File: src/rtl/sys_bus_pkg.sv
// ----------------------------------------------------------------------------
// sys_bus_pkg
// Shared definitions for the system bus crossbar:
//   - state_t   : transaction FSM encoding (IDLE / BUSY / RESP)
//   - ARB_FIXED / ARB_RR : arbitration mode selectors
//   - clog2()   : ceiling log2 with a minimum result of 1
// No ports (package).
// ----------------------------------------------------------------------------
package sys_bus_pkg;

    typedef enum logic [1:0] {
        IDLE = 2'd0,
        BUSY = 2'd1,
        RESP = 2'd2
    } state_t;

    localparam int ARB_FIXED = 0;
    localparam int ARB_RR    = 1;

    // Index fields never collapse to zero bits, even for a single master.
    function automatic int clog2(input int value);
        int width;
        width = 0;
        while ((1 << width) < value) begin
            width++;
        end
        return (width < 1) ? 1 : width;
    endfunction

endpackage

File: src/rtl/sys_bus_xbar_if.sv
// ----------------------------------------------------------------------------
// sys_bus_xbar_if
// Bundles the master-side and slave-side signals of the system bus crossbar.
// Modports:
//   master : view of the requesting masters (drive m_req/m_we/m_adr/m_wdata,
//            receive m_rdata/m_ack/m_err/hold_flag)
//   slave  : view of the slaves (receive s_req/s_we/s_adr/s_wdata,
//            drive s_rdata/s_ack)
//   xbar   : view of the crossbar itself (inverse of both of the above)
// Per-master and per-slave buses are flattened, entry i at [i*W +: W].
// ----------------------------------------------------------------------------
interface sys_bus_xbar_if #(
    parameter int NUM_MASTERS = 2,
    parameter int NUM_SLAVES  = 2,
    parameter int ADDR_W      = 32,
    parameter int DATA_W      = 32
);

    logic [NUM_MASTERS-1:0]        m_req;
    logic [NUM_MASTERS-1:0]        m_we;
    logic [NUM_MASTERS*ADDR_W-1:0] m_adr;
    logic [NUM_MASTERS*DATA_W-1:0] m_wdata;
    logic [NUM_MASTERS*DATA_W-1:0] m_rdata;
    logic [NUM_MASTERS-1:0]        m_ack;
    logic [NUM_MASTERS-1:0]        m_err;
    logic [NUM_MASTERS-1:0]        hold_flag;

    logic [NUM_SLAVES-1:0]         s_req;
    logic                          s_we;
    logic [ADDR_W-1:0]             s_adr;
    logic [DATA_W-1:0]             s_wdata;
    logic [NUM_SLAVES*DATA_W-1:0]  s_rdata;
    logic [NUM_SLAVES-1:0]         s_ack;

    modport master (
        output m_req, m_we, m_adr, m_wdata,
        input  m_rdata, m_ack, m_err, hold_flag
    );

    modport slave (
        input  s_req, s_we, s_adr, s_wdata,
        output s_rdata, s_ack
    );

    modport xbar (
        input  m_req, m_we, m_adr, m_wdata,
        output m_rdata, m_ack, m_err, hold_flag,
        output s_req, s_we, s_adr, s_wdata,
        input  s_rdata, s_ack
    );

endinterface

File: src/rtl/sys_bus_arbiter.sv
// ----------------------------------------------------------------------------
// sys_bus_arbiter
// Purely combinational request arbiter.
//   ARB_FIXED : lowest requesting index wins.
//   ARB_RR    : search starts one past i_rr_ptr, wrapping modulo NUM_MASTERS.
// Ports:
//   i_req    [NUM_MASTERS]  request vector
//   i_rr_ptr [IDX_W]        last granted index (round-robin mode only)
//   o_grant  [NUM_MASTERS]  one-hot grant
//   o_idx    [IDX_W]        binary index of the grant
//   o_valid                 at least one request present
// ----------------------------------------------------------------------------
module sys_bus_arbiter
    import sys_bus_pkg::*;
#(
    parameter int  NUM_MASTERS = 2,
    parameter int  ARB_MODE    = ARB_FIXED,
    localparam int IDX_W       = clog2(NUM_MASTERS)
) (
    input  logic [NUM_MASTERS-1:0] i_req,
    input  logic [IDX_W-1:0]       i_rr_ptr,
    output logic [NUM_MASTERS-1:0] o_grant,
    output logic [IDX_W-1:0]       o_idx,
    output logic                   o_valid
);

    int w_start;
    int w_cand;

    always_comb begin
        // NOTE: every combinational output gets a default before any branch;
        // a path that leaves one unassigned would infer a latch.
        o_grant = '0;
        o_idx   = '0;
        o_valid = 1'b0;
        w_start = 0;
        w_cand  = 0;

        if (ARB_MODE == ARB_RR) begin
            w_start = (int'(i_rr_ptr) + 1) % NUM_MASTERS;
        end

        // First requester found in search order wins; later hits are masked
        // by o_valid.
        for (int k = 0; k < NUM_MASTERS; k++) begin
            w_cand = (w_start + k) % NUM_MASTERS;
            if (!o_valid && i_req[w_cand]) begin
                o_valid         = 1'b1;
                o_grant[w_cand] = 1'b1;
                o_idx           = IDX_W'(w_cand);
            end
        end
    end

endmodule

File: src/rtl/sys_bus_xbar.sv
// ----------------------------------------------------------------------------
// sys_bus_xbar
// Registered NUM_MASTERS x NUM_SLAVES system bus crossbar with one shared
// transaction channel. A transaction runs IDLE -> BUSY -> RESP (or
// IDLE -> RESP for an unmapped address), so at most one access is in flight.
// Ports:
//   clk  : rising-edge clock
//   rst  : synchronous active-high reset
//   bus  : sys_bus_xbar_if.xbar
//          m_req/m_we/m_adr/m_wdata in, m_rdata/m_ack/m_err/hold_flag out,
//          s_req/s_we/s_adr/s_wdata out, s_rdata/s_ack in
// ----------------------------------------------------------------------------
module sys_bus_xbar
    import sys_bus_pkg::*;
#(
    parameter int NUM_MASTERS = 2,
    parameter int NUM_SLAVES  = 2,
    parameter int ADDR_W      = 32,
    parameter int DATA_W      = 32,
    parameter int SEL_HI      = 31,
    parameter int SEL_LO      = 28,
    parameter int ARB_MODE    = ARB_FIXED,
    parameter int TIMEOUT     = 15
) (
    input  logic         clk,
    input  logic         rst,
    sys_bus_xbar_if.xbar bus
);

    localparam int IDX_W = clog2(NUM_MASTERS);
    localparam int SEL_W = SEL_HI - SEL_LO + 1;
    localparam int CNT_W = clog2(TIMEOUT + 1);

    // Transaction state and latched request
    state_t                        r_state;
    state_t                        w_state_nxt;
    logic [IDX_W-1:0]              r_g;
    logic [IDX_W-1:0]              r_rr_ptr;
    logic                          r_we;
    logic [ADDR_W-1:0]             r_adr;
    logic [DATA_W-1:0]             r_wdata;
    logic [SEL_W-1:0]              r_sel;
    logic                          r_err_pending;
    logic [CNT_W-1:0]              r_cnt;
    logic [NUM_MASTERS*DATA_W-1:0] r_m_rdata;

    // Arbitration result and the winner's live request fields
    logic [NUM_MASTERS-1:0]        w_grant;
    logic [IDX_W-1:0]              w_grant_idx;
    logic                          w_grant_valid;
    logic                          w_gnt_we;
    logic [ADDR_W-1:0]             w_gnt_adr;
    logic [DATA_W-1:0]             w_gnt_wdata;
    logic [SEL_W-1:0]              w_gnt_sel;
    logic                          w_gnt_mapped;

    // Response from the selected slave
    logic                          w_s_ack;
    logic [DATA_W-1:0]             w_s_rdata;
    logic                          w_timeout;

    sys_bus_arbiter #(
        .NUM_MASTERS (NUM_MASTERS),
        .ARB_MODE    (ARB_MODE)
    ) u_arbiter (
        .i_req    (bus.m_req),
        .i_rr_ptr (r_rr_ptr),
        .o_grant  (w_grant),
        .o_idx    (w_grant_idx),
        .o_valid  (w_grant_valid)
    );

    // Mux the winning master's request fields out of the flattened buses.
    always_comb begin
        w_gnt_we    = 1'b0;
        w_gnt_adr   = '0;
        w_gnt_wdata = '0;
        for (int i = 0; i < NUM_MASTERS; i++) begin
            if (w_grant[i]) begin
                w_gnt_we    = bus.m_we[i];
                w_gnt_adr   = bus.m_adr[i*ADDR_W +: ADDR_W];
                w_gnt_wdata = bus.m_wdata[i*DATA_W +: DATA_W];
            end
        end
    end

    assign w_gnt_sel    = w_gnt_adr[SEL_HI:SEL_LO];
    // Zero-extended compare so any select-field width works against NUM_SLAVES.
    assign w_gnt_mapped = (33'(w_gnt_sel) < 33'(NUM_SLAVES));

    // Only the latched slave's s_ack/s_rdata are observed.
    always_comb begin
        w_s_ack   = 1'b0;
        w_s_rdata = '0;
        for (int j = 0; j < NUM_SLAVES; j++) begin
            if (33'(r_sel) == 33'(j)) begin
                w_s_ack   = bus.s_ack[j];
                w_s_rdata = bus.s_rdata[j*DATA_W +: DATA_W];
            end
        end
    end

    assign w_timeout = (r_cnt == CNT_W'(TIMEOUT - 1));

    // State register
    always_ff @(posedge clk) begin
        // NOTE: sequential state uses non-blocking assignments so every
        // register samples pre-edge values regardless of statement order.
        if (rst) begin
            r_state <= IDLE;
        end else begin
            r_state <= w_state_nxt;
        end
    end

    // Next-state logic
    always_comb begin
        w_state_nxt = r_state;
        case (r_state)
            IDLE: begin
                if (w_grant_valid) begin
                    w_state_nxt = w_gnt_mapped ? BUSY : RESP;
                end
            end
            BUSY: begin
                // s_ack wins over a simultaneous timeout; both end in RESP.
                if (w_s_ack || w_timeout) begin
                    w_state_nxt = RESP;
                end
            end
            RESP:    w_state_nxt = IDLE;
            default: w_state_nxt = IDLE;
        endcase
    end

    // Request latch, timeout counter, response data
    always_ff @(posedge clk) begin
        if (rst) begin
            r_g           <= '0;
            r_rr_ptr      <= IDX_W'(NUM_MASTERS - 1);
            r_we          <= 1'b0;
            r_adr         <= '0;
            r_wdata       <= '0;
            r_sel         <= '0;
            r_err_pending <= 1'b0;
            r_cnt         <= '0;
            r_m_rdata     <= '0;
        end else begin
            case (r_state)
                IDLE: begin
                    if (w_grant_valid) begin
                        r_g           <= w_grant_idx;
                        r_rr_ptr      <= w_grant_idx;
                        r_we          <= w_gnt_we;
                        r_adr         <= w_gnt_adr;
                        r_wdata       <= w_gnt_wdata;
                        r_sel         <= w_gnt_sel;
                        r_err_pending <= !w_gnt_mapped;
                        r_cnt         <= '0;
                        // Unmapped: the error response carries zero data.
                        for (int i = 0; i < NUM_MASTERS; i++) begin
                            if (w_grant[i] && !w_gnt_mapped) begin
                                r_m_rdata[i*DATA_W +: DATA_W] <= '0;
                            end
                        end
                    end
                end
                BUSY: begin
                    r_cnt <= r_cnt + 1'b1;
                    for (int i = 0; i < NUM_MASTERS; i++) begin
                        if (r_g == IDX_W'(i)) begin
                            if (w_s_ack) begin
                                r_m_rdata[i*DATA_W +: DATA_W] <= w_s_rdata;
                            end else if (w_timeout) begin
                                r_m_rdata[i*DATA_W +: DATA_W] <= '0;
                            end
                        end
                    end
                    if (w_s_ack) begin
                        r_err_pending <= 1'b0;
                    end else if (w_timeout) begin
                        r_err_pending <= 1'b1;
                    end
                end
                RESP: begin
                    r_cnt <= '0;
                end
                default: begin
                    r_cnt <= '0;
                end
            endcase
        end
    end

    // Outputs decoded from registered state
    always_comb begin
        bus.s_req     = '0;
        bus.m_ack     = '0;
        bus.m_err     = '0;
        // hold_flag is the only output fed straight from an input; force it
        // low during reset so every output reads zero while rst is high.
        bus.hold_flag = rst ? '0 : bus.m_req;
        for (int j = 0; j < NUM_SLAVES; j++) begin
            if (r_state == BUSY && 33'(r_sel) == 33'(j)) begin
                bus.s_req[j] = 1'b1;
            end
        end
        for (int i = 0; i < NUM_MASTERS; i++) begin
            if (r_state == RESP && r_g == IDX_W'(i)) begin
                bus.m_ack[i]     = !r_err_pending;
                bus.m_err[i]     = r_err_pending;
                bus.hold_flag[i] = 1'b0;
            end
        end
    end

    assign bus.s_we    = r_we;
    assign bus.s_adr   = r_adr;
    assign bus.s_wdata = r_wdata;
    assign bus.m_rdata = r_m_rdata;

endmodule

File: src/flat_wrapper.sv
// flat-port wrapper written by rule: the top's interface ports become plain ports
module sys_bus_xbar_flat import sys_bus_pkg::*;
#(
    parameter int NUM_MASTERS = 2,
    parameter int NUM_SLAVES  = 2,
    parameter int ADDR_W      = 32,
    parameter int DATA_W      = 32,
    parameter int SEL_HI      = 31,
    parameter int SEL_LO      = 28,
    parameter int ARB_MODE    = ARB_FIXED,
    parameter int TIMEOUT     = 15
)
  (clk, rst, bus_m_req, bus_m_we, bus_m_adr, bus_m_wdata, bus_m_rdata, bus_m_ack, bus_m_err, bus_hold_flag, bus_s_req, bus_s_we, bus_s_adr, bus_s_wdata, bus_s_rdata, bus_s_ack);
  sys_bus_xbar_if #(.NUM_MASTERS(NUM_MASTERS), .NUM_SLAVES(NUM_SLAVES), .ADDR_W(ADDR_W), .DATA_W(DATA_W)) bus_i ();
  input  logic clk;
  input  logic rst;
  input wire logic [$bits(bus_i.m_req)-1:0] bus_m_req;
  input wire logic [$bits(bus_i.m_we)-1:0] bus_m_we;
  input wire logic [$bits(bus_i.m_adr)-1:0] bus_m_adr;
  input wire logic [$bits(bus_i.m_wdata)-1:0] bus_m_wdata;
  output wire logic [$bits(bus_i.m_rdata)-1:0] bus_m_rdata;
  output wire logic [$bits(bus_i.m_ack)-1:0] bus_m_ack;
  output wire logic [$bits(bus_i.m_err)-1:0] bus_m_err;
  output wire logic [$bits(bus_i.hold_flag)-1:0] bus_hold_flag;
  output wire logic [$bits(bus_i.s_req)-1:0] bus_s_req;
  output wire logic [$bits(bus_i.s_we)-1:0] bus_s_we;
  output wire logic [$bits(bus_i.s_adr)-1:0] bus_s_adr;
  output wire logic [$bits(bus_i.s_wdata)-1:0] bus_s_wdata;
  input wire logic [$bits(bus_i.s_rdata)-1:0] bus_s_rdata;
  input wire logic [$bits(bus_i.s_ack)-1:0] bus_s_ack;
  assign bus_i.m_req = bus_m_req;
  assign bus_i.m_we = bus_m_we;
  assign bus_i.m_adr = bus_m_adr;
  assign bus_i.m_wdata = bus_m_wdata;
  assign bus_m_rdata = bus_i.m_rdata;
  assign bus_m_ack = bus_i.m_ack;
  assign bus_m_err = bus_i.m_err;
  assign bus_hold_flag = bus_i.hold_flag;
  assign bus_s_req = bus_i.s_req;
  assign bus_s_we = bus_i.s_we;
  assign bus_s_adr = bus_i.s_adr;
  assign bus_s_wdata = bus_i.s_wdata;
  assign bus_i.s_rdata = bus_s_rdata;
  assign bus_i.s_ack = bus_s_ack;
  sys_bus_xbar #(.NUM_MASTERS(NUM_MASTERS), .NUM_SLAVES(NUM_SLAVES), .ADDR_W(ADDR_W), .DATA_W(DATA_W), .SEL_HI(SEL_HI), .SEL_LO(SEL_LO), .ARB_MODE(ARB_MODE), .TIMEOUT(TIMEOUT)) u_core (.clk(clk), .rst(rst), .bus(bus_i));
endmodule
File: config.mk
export PLATFORM = sky130hd
export DESIGN_NAME = sys_bus_xbar_flat
export DESIGN_NICKNAME = d
export VERILOG_FILES = /design/src/rtl/sys_bus_pkg.sv /design/src/rtl/sys_bus_xbar_if.sv /design/src/rtl/sys_bus_arbiter.sv /design/src/rtl/sys_bus_xbar.sv /design/src/flat_wrapper.sv
export SDC_FILE = /design/constraint.sdc
export NUM_CORES = 1
export LEC_CHECK = 0
export CAP_MARGIN = 15
export CORE_AREA = 2 2 130 132
export DETAILED_ROUTE_END_ITERATION = 8
export DIE_AREA = 0 0 132 134
export PLACE_DENSITY = 0.77
export SLEW_MARGIN = 20
export SYNTH_ARGS = -nofsm -noshare
export SYNTH_HDL_FRONTEND = slang
export SYNTH_SLANG_ARGS = --single-unit
File: constraint.sdc
create_clock -name clk -period 2.16 [get_ports clk]
set_input_delay 0.324 -clock clk [delete_from_list [all_inputs] [get_ports clk]]
set_output_delay 0.324 -clock clk [all_outputs]
set_load 0.01 [all_outputs]
==> metrics.md <==
| Metric | Value |
|---|---|
| Synth area leaders | `dfxtp_1, mux2i_1, a222oi_1` |
| Worst-path clk slew | `around 50 ps` |
| Wire per inst | `~17 um` |
| Post-synth EDFFs | `0` |
| Core ar. | `between 15000 and 20000 um2` |
| Flop pwr share | `between 30% and 40%` |
| Async S/R FF share, synth | `0%` |
| Crit-path max cell delay | `around 530 ps` |
| Setup TNS | `0 ps` |
| PD cells | `around 750 nW/um2` |
| Placed instance count | `1191` |
| Worst Max-Slew Pin Slew | `just over 600 ps` |
| Final setup vio count | `0` |
| FF+latch count, synth | `between 100 and 150` |
| Switching Fraction | `between 20% and 30%` |
| CTS tree | `yes` |
| LEAKAGE | `3.782 nW` |
| Crit-path slowest cell | `clkdlybuf4s50_1` |
| CP Cell Sequence | `inv_2 -> nor3b_4 -> and2_1 -> clkdlybuf4s50_1` |
| Cell-internal power | `approximately 5.6 mW` |
| Hold Path Class | `input pin to flop` |
| Vias per std cell | `just over 5` |
| First-pass GRT wire length | `approximately 33000 um` |
| Layout net count | `roughly 1200` |
| Mapped Cells | `approximately 660` |
| Die X | `132 um` |
| Vias in the first global route | `6234` |
| DRC | `0` |
| Final hold vios | `0` |
| IO Port Bufs | `around 340` |
| Vias | `~6300` |
| Worst R2R Path Depth | `6` |
| CTS Buf Count | `17` |
| Largest area contributor in the netlist | `dfxtp_1` |
| Cell area after synthesis | `roughly 6000 um2` |
| Min Clock Period, post-route | `between 2000 and 2500 ps` |
| Max Cap Viol | `0` |
| Detailed Routing Iterations Pass 1 | `7` |
| Worst-Skew Late Latency | `between 400 and 500 ps` |
| Initial Utilization | `a little over a third` |
| CP Class | `flop to primary output` |
| Hold Path Stages | `3` |
| Initial antenna violation count | `0` |
| Die H | `between 100 and 150 um` |
| Register area share after synthesis | `a little under half` |
| Root Buffer | `clkbuf_16` |
| Pin count of the biggest net entering global routing | `just over 60` |
| Max VDD drop | `0.4724 mV` |
| Ys Warns | `0` |
| CTS Buffer Depth | `2` |
| Max-slew violation count | `0` |
| Clk pwr share | `between 30% and 40%` |
| Syn Nets | `863` |
| Worst Path Required | `around 1800 ps` |
| Htree depth | `4` |
| GRT Total Usage | `23.08%` |
| Status | `completed` |
| Finished Layout Cells | `1221` |
| P_sw | `around 2 mW` |
| Final ANT Viol Nets | `0` |
| Gpl congestion | `slightly below 0.9` |
| Post-route clock period utilization | `between 90% and 100%` |
| Clock tree sinks | `137` |
| DP HPWL | `roughly 15000 um` |
| Arr. time, crit path | `around 1800 ps` |
| Synth-to-layout area growth | `73.49%` |
| Rel. slew slack | `approximately 60%` |
| Cell variety after synth | `46` |
| Predominant post-synthesis flop cell | `dfxtp_1` |
| Rows | `47` |
| Post-synthesis area per instance | `between 8 and 9 um2` |
| Diode count | `0` |
| FMAX | `a little under 500 MHz` |
| Crit Path Max Fanout | `5` |
| Post-Route Skew | `a little over 7 ps` |
| RSZ-0062 raised after global routing | `false` |
| Share of post-route cells with drive strength above 1 | `a little under a tenth` |
| Final WL | `around 21000 um` |
| Initial DRC Count | `480` |
| Total gr overflow | `0` |
| Critical Path Sink Type | `primary output` |
| DIE AREA | `17690 um2` |
| Top Ports | `approximately 340` |
| Worst setup SP type | `flop` |
| Post-synth top area share | `a little under half` |
| Comb pwr share | `24.2%` |
| Post-layout util | `62.83%` |
cells in the final DEF, fill, tap and decap left out, types with 2 or more instances in the layout:
cell	count
nand3b_1	2
nand2b_1	4
clkinv_2	3
clkbuf_16	17
o21ai_1	8
dfxtp_2	2
buf_4	29
dlymetal6s2s_1	5
a221oi_1	2
inv_1	9
ha_1	2
o21ai_0	18
a222oi_1	48
a21oi_1	8
clkinv_4	2
mux2_2	18
dfxtp_1	135
dlygate4sd2_1	3
clkdlybuf4s50_1	327
nand3_1	2
o21a_1	2
nor2b_1	2
or3_1	2
nor4_1	12
mux2i_1	50
and3_1	2
nor3_1	19
nor2_1	89
and2_1	3
nand2_1	118
nor4_2	3
clkinvlp_4	2
buf_12	6
bufinv_16	4
or4_1	2
a211oi_1	15
o32ai_1	4
cells in the mapped netlist (5+ instances only):
cell and number:
buf_6 5, a211oi_1 15, nand2_1 118, nor4_1 12
nor3_1 20, clkbuf_1 39, nor2_1 89, buf_2 11
o21ai_0 18, o21ai_1 9, inv_1 10, dfxtp_1 137
mux2_2 18, a21oi_1 8, a222oi_1 48, mux2i_1 50
worst max-delay path, delay by kind of cell, from the launching register on:
| kind | cells | cell delay [ps] |
|---|---|---|
| buf+inv | 2 | 610 |
| simple gates | 2 | 390 |
| flops | 1 | 340 |
stage by stage:
stage	total power, mW	setup slack, ps	cell area, um2	hold slack [ps]
6_report	7.634	88.36	10230	352.4
5_1_grt	7.953	26.01	10230	370.5
3_3_place_gp	4.649	37.08	9608	437.1
4_1_cts	7.707	27.71	10220	445.2
2_1_floorplan	3.707	379.7	5899	454.0
3_5_place_dp	4.672	-26.64	9608	440.5
final timing paths:
kind                                       startpoint                                   to  slack, ps
setup reg to reg       u_core.r_state[1]$_SDFFE_PP0P_  u_core.bus.m_rdata[55]$_SDFFE_PP0P_        270
setup / recovery       u_core.r_state[1]$_SDFFE_PP0P_                         bus_m_ack[1]         90
hold / removal                           bus_m_req[0]    u_core.bus.s_adr[31]$_SDFFE_PP0P_        350
hold reg to reg   u_core.bus.m_rdata[34]$_SDFFE_PP0P_  u_core.bus.m_rdata[34]$_SDFFE_PP0P_        440
power by group through the flow:
stage          clock [mW]  combinational, mW  sequential (mW)
2_1_floorplan           0              0.825             2.88
3_3_place_gp            0               1.82             2.82
3_5_place_dp            0               1.84             2.83
4_1_cts              3.08               1.85             2.78
5_1_grt              3.19               1.97             2.80
6_report             3.01               1.84             2.78
sequential cells by signal (all words and copies together), names as in the netlist:
signal and count:
u_core.r_state 2, u_core.r_err_pending 1, u_core.bus.s_adr 32, u_core.bus.m_rdata 64, u_core.r_g 1, u_core.bus.s_wdata 32
u_core.bus.s_we 1, u_core.r_cnt 4
routing by layer:
metal / track usage (%) / wire [um]
met5: 0 / 0
met4: 8.333 / 455
met1: 26.24 / 8092
met2: 40.28 / 10630
met3: 7.899 / 1813
area by class of cell:
cell class,count,area (um2)
fill,1381,6055
clock inverter,12,176.4
sequential,137,2745
clock buffer,18,429.2
timing repair buffer,371,3705
inverter,11,41.29
multi-input combinational,452,2863
tap,220,275.3
logic make-up after synthesis:
logic type | Yosys count | synth area share (%)
compound gates | 116 | 15.65
fa+ha+maj | 2 | 0.4241
buf+inv | 72 | 5.535
flops | 137 | 46.49
mux | 69 | 12.30
simple gates | 265 | 19.60
repair_timing:
| action | 4_1_cts | 5_1_grt |
|---|---|---|
| setup buffers | 0 | 0 |
| setup endpoints to repair | 5 | 5 |
| gates resized for setup | 6 | 6 |
| hold buffers | 0 | 0 |
| pin swaps | 0 | 0 |
(Power assumes the default switching activity.)
